### src/rtl/traffic_sensor_frontend_if.sv
// Detector/green inputs and presence/long-green outputs of the traffic sensor frontend.
// TL_SENSOR_CONFLICT_FLAG_EN adds the sticky conflict_err output.
interface traffic_sensor_frontend_if;
   logic car_a_raw;
   logic car_b_raw;
   logic green_a;
   logic green_b;
   logic TA;
   logic TB;
   logic TaL;
   logic TbL;
`ifdef TL_SENSOR_CONFLICT_FLAG_EN
   logic conflict_err;
`endif

   modport master (
      output car_a_raw, car_b_raw, green_a, green_b,
      input  TA, TB, TaL, TbL
`ifdef TL_SENSOR_CONFLICT_FLAG_EN
      , input conflict_err
`endif
   );

   modport slave (
      input  car_a_raw, car_b_raw, green_a, green_b,
      output TA, TB, TaL, TbL
`ifdef TL_SENSOR_CONFLICT_FLAG_EN
      , output conflict_err
`endif
   );
endinterface

### src/rtl/traffic_sensor_frontend.sv
// Sync+debounce of vehicle detectors into TA/TB (DEB_CYCLES+2 edges after a stable change) and long-green pulses TaL/TbL
// every LONG_CYCLES held-green edges; no backpressure. TL_SENSOR_CONFLICT_FLAG_EN adds a sticky conflict_err flag.
module traffic_sensor_frontend #(
   parameter int DEB_CYCLES  = 4,
   parameter int LONG_CYCLES = 16,
   parameter int CNT_W       = 8
) (
   input logic                      clk,
   input logic                      rst,
   traffic_sensor_frontend_if.slave bus
);
   localparam logic [CNT_W-1:0] DEB_MAX  = CNT_W'(DEB_CYCLES - 1);
   localparam logic [CNT_W-1:0] LONG_MAX = CNT_W'(LONG_CYCLES - 1);
   localparam logic [CNT_W-1:0] ONE      = CNT_W'(1);

   logic [1:0]       raw;
   logic [1:0]       grn;
   logic [1:0]       s1;
   logic [1:0]       s2;
   logic [1:0]       pres;
   logic [1:0]       pulse;
   logic [CNT_W-1:0] deb_cnt [2];
   logic [CNT_W-1:0] timer   [2];
   logic             conflict;

   // Index 0 is road A, index 1 is road B throughout.
   assign raw      = {bus.car_b_raw, bus.car_a_raw};
   assign grn      = {bus.green_b, bus.green_a};
   assign conflict = &grn;

   always_ff @(posedge clk) begin
      if (rst) begin
         s1    <= '0;
         s2    <= '0;
         pres  <= '0;
         pulse <= '0;
         for (int i = 0; i < 2; i++) begin
            deb_cnt[i] <= '0;
            timer[i]   <= '0;
         end
      end else begin
         s1 <= raw;
         s2 <= s1;
         for (int i = 0; i < 2; i++) begin
            // Any sample agreeing with the current level restarts the count.
            if (s2[i] == pres[i]) begin
               deb_cnt[i] <= '0;
            end else if (deb_cnt[i] == DEB_MAX) begin
               pres[i]    <= s2[i];
               deb_cnt[i] <= '0;
            end else begin
               deb_cnt[i] <= deb_cnt[i] + ONE;
            end

            // Both greens at once is illegal: hold both timers cleared.
            if (grn[i] && !conflict) begin
               if (timer[i] == LONG_MAX) begin
                  pulse[i] <= 1'b1;
                  timer[i] <= '0;
               end else begin
                  pulse[i] <= 1'b0;
                  timer[i] <= timer[i] + ONE;
               end
            end else begin
               pulse[i] <= 1'b0;
               timer[i] <= '0;
            end
         end
      end
   end

   assign bus.TA  = pres[0];
   assign bus.TB  = pres[1];
   assign bus.TaL = pulse[0];
   assign bus.TbL = pulse[1];

`ifdef TL_SENSOR_CONFLICT_FLAG_EN
   logic conflict_q;

   always_ff @(posedge clk) begin
      if (rst) begin
         conflict_q <= 1'b0;
      end else if (conflict) begin
         conflict_q <= 1'b1;
      end
   end

   assign bus.conflict_err = conflict_q;
`endif
endmodule

### src/flat_wrapper.sv
// flat-port wrapper written by rule: the top's interface ports become plain ports
module traffic_sensor_frontend_flat 
#(
   parameter int DEB_CYCLES  = 4,
   parameter int LONG_CYCLES = 16,
   parameter int CNT_W       = 8
)
  (clk, rst, bus_car_a_raw, bus_car_b_raw, bus_green_a, bus_green_b, bus_TA, bus_TB, bus_TaL, bus_TbL);
  traffic_sensor_frontend_if bus_i ();
  input logic clk;
  input logic rst;
  input wire logic [$bits(bus_i.car_a_raw)-1:0] bus_car_a_raw;
  input wire logic [$bits(bus_i.car_b_raw)-1:0] bus_car_b_raw;
  input wire logic [$bits(bus_i.green_a)-1:0] bus_green_a;
  input wire logic [$bits(bus_i.green_b)-1:0] bus_green_b;
  output wire logic [$bits(bus_i.TA)-1:0] bus_TA;
  output wire logic [$bits(bus_i.TB)-1:0] bus_TB;
  output wire logic [$bits(bus_i.TaL)-1:0] bus_TaL;
  output wire logic [$bits(bus_i.TbL)-1:0] bus_TbL;
  assign bus_i.car_a_raw = bus_car_a_raw;
  assign bus_i.car_b_raw = bus_car_b_raw;
  assign bus_i.green_a = bus_green_a;
  assign bus_i.green_b = bus_green_b;
  assign bus_TA = bus_i.TA;
  assign bus_TB = bus_i.TB;
  assign bus_TaL = bus_i.TaL;
  assign bus_TbL = bus_i.TbL;
  traffic_sensor_frontend #(.DEB_CYCLES(DEB_CYCLES), .LONG_CYCLES(LONG_CYCLES), .CNT_W(CNT_W)) u_core (.clk(clk), .rst(rst), .bus(bus_i));
endmodule
### config.mk
export PLATFORM = sky130hd
export DESIGN_NAME = traffic_sensor_frontend_flat
export DESIGN_NICKNAME = d
export VERILOG_FILES = /design/src/rtl/traffic_sensor_frontend_if.sv /design/src/rtl/traffic_sensor_frontend.sv /design/src/flat_wrapper.sv
export SDC_FILE = /design/constraint.sdc
export NUM_CORES = 1
export LEC_CHECK = 0
export CAP_MARGIN = 20
export CORE_MARGIN = 5
export CORE_UTILIZATION = 45
export CTS_BUF_LIST = sky130_fd_sc_hd__clkbuf_8
export DETAILED_ROUTE_END_ITERATION = 7
export PLACE_DENSITY = 0.69
export REMOVE_ABC_BUFFERS = 1
export SYNTH_ARGS = -nofsm -noshare
export SYNTH_HDL_FRONTEND = slang
export SYNTH_SLANG_ARGS = --single-unit
### constraint.sdc
create_clock -name clk -period 1.8 [get_ports clk]
set_input_delay 0.18 -clock clk [delete_from_list [all_inputs] [get_ports clk]]
set_output_delay 0.18 -clock clk [all_outputs]
set_load 0.005 [all_outputs]
Word level (Yosys, flattened, before mapping) --
Memories as Yosys holds them, arrays and structs flattened. Cells that the tools add are included.
Operators by class: add/sub/neg operators 4, eq/ne operators 6, muxes and demuxes 58, bitwise gates (word level) 14, reductions and logical operators 6
Operators with widths (count):
- 8-bit 2-to-1 mux | 12
- 1-bit 2-to-1 mux | 46
- 8-bit by 1-bit adder with 8-bit output (second input constant) | 4
- 8-bit by 2-bit == test with 1-bit output (second input constant) | 2
- 8-bit by 4-bit == test with 1-bit output (second input constant) | 2
- 1-bit bitwise OR | 12
- 2-bit AND reduction | 3
- 1-bit == test | 2
- 1-bit logical AND | 2
- 1-bit inverter | 2
- 1-bit logical NOT | 1
Storage, ports and cells: register bits 8, bits in writable memories 32, bits of input ports 6, output and inout port bits 4, word-level logic and storage cells 95, memories 2
Memories:
- u_core.deb_cnt | words 2, width 8, rd ports 2, clocked after memory_dff 0, write ports 2, RTL line traffic_sensor_frontend.sv:22 | logic [CNT_W-1:0] deb_cnt [2];
- u_core.timer | words 2, width 8, rd ports 2, clocked after memory_dff 0, write ports 2, RTL line traffic_sensor_frontend.sv:23 | logic [CNT_W-1:0] timer [2];

Logic depth before layout (Yosys ltp) --
depth after elaboration 9, mapped depth 4, depth with buffers taken out 4

Worst setup path after synthesis --
Ideal clock, no wire load.
path type reg2reg, start mem u_core.deb_cnt[0][0], end mem u_core.deb_cnt[0][2] (data pin), data arrival time 1.490 ns, data required time 1.531 ns, setup slack 0.041 ns, cell stages (with the launch flop) 5, buffers on the path 0, period minus slack after synthesis 1.759 ns, cell sequence edfxtp_1 -> ha_1 -> or4b_1 -> o211ai_1 -> nor2_1
RTL lines (RTL line):
- start: declaration | traffic_sensor_frontend.sv:22

==> flow_metrics.py <==
metrics = {
    "synth": {
        "synth-edff-count": 32,
        "synthArstFlopShare_pct": 0,
        "synth.distinct_cells": 30,
        "yosys_warnings": 0,
        "syn-mean-instance-area_um2": 10.76,
        "synthesis.area_um2": 1926,
        "yosysSeqAreaShare_pct": 58.22,
        "ys.flop_type": "edfxtp_1",
        "ys_ff_latch": 40,
        "synthCells": 179,
    },
    "finish": {
        "drive_above_1_share_pct": 10.50,
        "fin_util_pct": 57.90,
        "finish.instance_area_um2": 2366,
        "sequential_cell_area_um2": 1121,
        "nets": 248,
        "layoutNonFillerInstCount": 288,
        "most-common-layout-cells": "edfxtp_1 (32), conb_1 (32), nor2_1 (17)",
        "area_growth_syn_to_layout_pct": 22.87,
        "fillerInstances": 379,
        "combined_area_of_the_multi_input_logic_cells_um2": 879.6,
        "diodes": 0,
    },
    "critical_path": {
        "critical_path.max_fanout": 7,
        "worst-endpoint-arrival_ns": 1.72,
        "required_ns": 1.84,
        "timing.critical_path.from_type": "flop",
        "critPathMaxStageDelay_ns": 0.48,
        "critical_path.top_delay_family": "simple AND/OR/NAND/NOR gates",
        "cp-end-kind": "flop",
        "timing.critical_path.cells": "ha_1 > or3b_2 > o211ai_2 > nor2_1",
        "path_class": "reg2reg",
        "worst-path-buf-inv": 0,
        "cpMaxStageDelayCell": "or3b_2",
    },
    "floorplan": {
        "rows": 23,
        "fp.dieArea_um2": 5687,
        "die-width_um": 75.42,
        "die_height_um": 75.42,
        "initial_utilization_pct": 47.12,
        "core_area_um2": 4086,
        "boundaryPins": 10,
    },
    "grt": {
        "globalRouteOverflowTotal": 0,
        "grt_start_max_net_pins": 12,
        "antenna_found_initial": 0,
        "wire_length_of_the_first_global_routing_pass_um": 5306,
        "vias_in_the_first_global_route": 1304,
        "gr-usage-all-layers_pct": 12.80,
    },
    "timing": {
        "rsz0062_at_grt": "no",
        "hold_viol_final": 0,
        "post-route-min-period_ns": 1.678,
        "slew_violations": 0,
        "finClkSkew_ns": 0.004235,
        "max_freq_mhz": 596.0,
        "layout_worst_path_cycle_share_pct": 93.21,
        "setup-tns-final_ns": 0,
        "finalSetupViolations": 0,
    },
    "pwr": {
        "ir_worst_vdd_v": 0.0005128,
        "power.static_leakage_nw": 0.8728,
        "p_per_area_nw_per_um2": 737.9,
        "fin_total_pwr_w": 0.001746,
    },
    "clock_network": {
        "clock_insertion_delay_worst_skew_ns": 0.29,
        "holdBufCountCts": 0,
        "tritoncts": "built",
        "clock_sinks": 40,
        "cts.root.buffer_cell": "clkbuf_8",
        "post_cts_buffers": 0,
        "htree_num_levels": 2,
        "max-clock-path-buffers": 2,
        "num_cts_buffers": 5,
        "clk_pin_slew_worst_paths_ns": 0.07,
        "post_cts.resized_instances": 0,
    },
    "routing": {
        "drt_first_pass_iters": 4,
        "post_drt_via_cell_ratio": 4.969,
        "drcViolationCount": 0,
        "average_detailed_routed_wire_length_per_instance_um": 10.91,
        "wirelength_routed_um": 3142,
        "drt_iter0_drcs": 37,
        "antenna_violating_nets_post_route": 0,
        "via_count": 1431,
    },
    "min_path": {
        "hold_class": "reg2reg",
    },
    "job": {
        "maxCapViolCount": 0,
    },
    "place": {
        "post_dp_cell_area_um2": 2288,
        "buffer_ports.inserted": 9,
        "finalWeightedCongestion": 0.7243,
        "hpwl_um": 2313,
        "placed_cells": 281,
    },
    "status": {
        "outcome": "finished, final reports clean",
    },
}
[final timing paths]
kind | endpoint | slack [ns] | from | cells past startpoint
worst min-delay path | u_core.s2[1] | 0.44 | u_core.s1[1] | 1
worst min register to register | u_core.s2[1] | 0.44 | u_core.s1[1] | 1
worst max-delay path | u_core.deb_cnt[1][2] | 0.12 | u_core.deb_cnt[1][0] | 4
worst max register to register | u_core.deb_cnt[1][2] | 0.12 | u_core.deb_cnt[1][0] | 4
[routing by layer]
layer / GRT usage, % / up-vias / share of wire (%)
met5: 0 / - / 0
met4: 7.961 / 0 / 2.5
met3: 4.090 / 7 / 3.3
met2: 20.81 / 16 / 46
met1: 14.60 / 655 / 48
li1: - / 753 / -
[Yosys cell counts (all sizes together), types with 2 or more instances]
master / number / area, um^2
edfxtp: 32 / 960.9
nor2: 17 / 63.81
a21oi: 16 / 80.08
or3: 15 / 93.84
nand3: 14 / 70.07
o21ai: 14 / 70.07
nand2: 11 / 41.29
inv: 10 / 37.54
dfxtp: 8 / 160.2
xor2: 7 / 61.31
ha: 4 / 50.05
nor2b: 4 / 25.02
or3b: 4 / 35.03
xnor2: 4 / 35.03
nand4: 3 / 18.77
or4: 3 / 26.27
o211ai: 2 / 20.02
[report_power, final]
part,total [W],internal (W),switching (W),leakage [nW]
sequential,0.00107,0.00104,0.0000325,0.395
combinational,0.000116,0.0000558,0.0000606,0.432
clock,0.000561,0.000258,0.000303,0.0452
[through the flow]
stage | setup WS, ns | hold WS, ns
2_1_floorplan | 0.04111 | 0.2491
3_5_place_dp | 0.05680 | 0.4254
6_report | 0.1223 | 0.4376
5_1_grt | 0.01885 | 0.4623
4_1_cts | 0.09937 | 0.4434
3_3_place_gp | 0.08017 | 0.4149
[sequential cells by signal, indices dropped and copies added, names as in the netlist]
register	flops
u_core.pulse	2
u_core.timer	16
u_core.deb_cnt	16
u_core.s1	2
u_core.s2	2
u_core.pres	2
[area by class of cell]
class	instances	share of cell area (%)
clock buffers	5	2.909
clock inverters	2	0.3702
inverters	10	1.586
multi-input cells	159	37.18
flip-flops and latches	40	47.38
well taps	50	2.644
repair buffers	22	7.932
[kinds of logic (layout without fill, tap and decap cells)]
group | after synthesis | after routing | synth area share (%)
simple gates | 75 | 75 | 20.92
flops | 40 | 40 | 58.22
compound gates | 37 | 37 | 10.92
xor+xnor | 11 | 11 | 5.003
buf+inv | 11 | 39 | 2.144
fa+ha+maj | 4 | 4 | 2.599
other cells | 1 | 32 | 0.1947
[worst reg2reg max path, cell delays in order, from the launching register on]
cell	delay, ns
edfxtp_1	0.35
ha_1	0.18
or3b_2	0.48
o211ai_2	0.32
nor2_1	0.09
(Power assumes the default switching activity.)
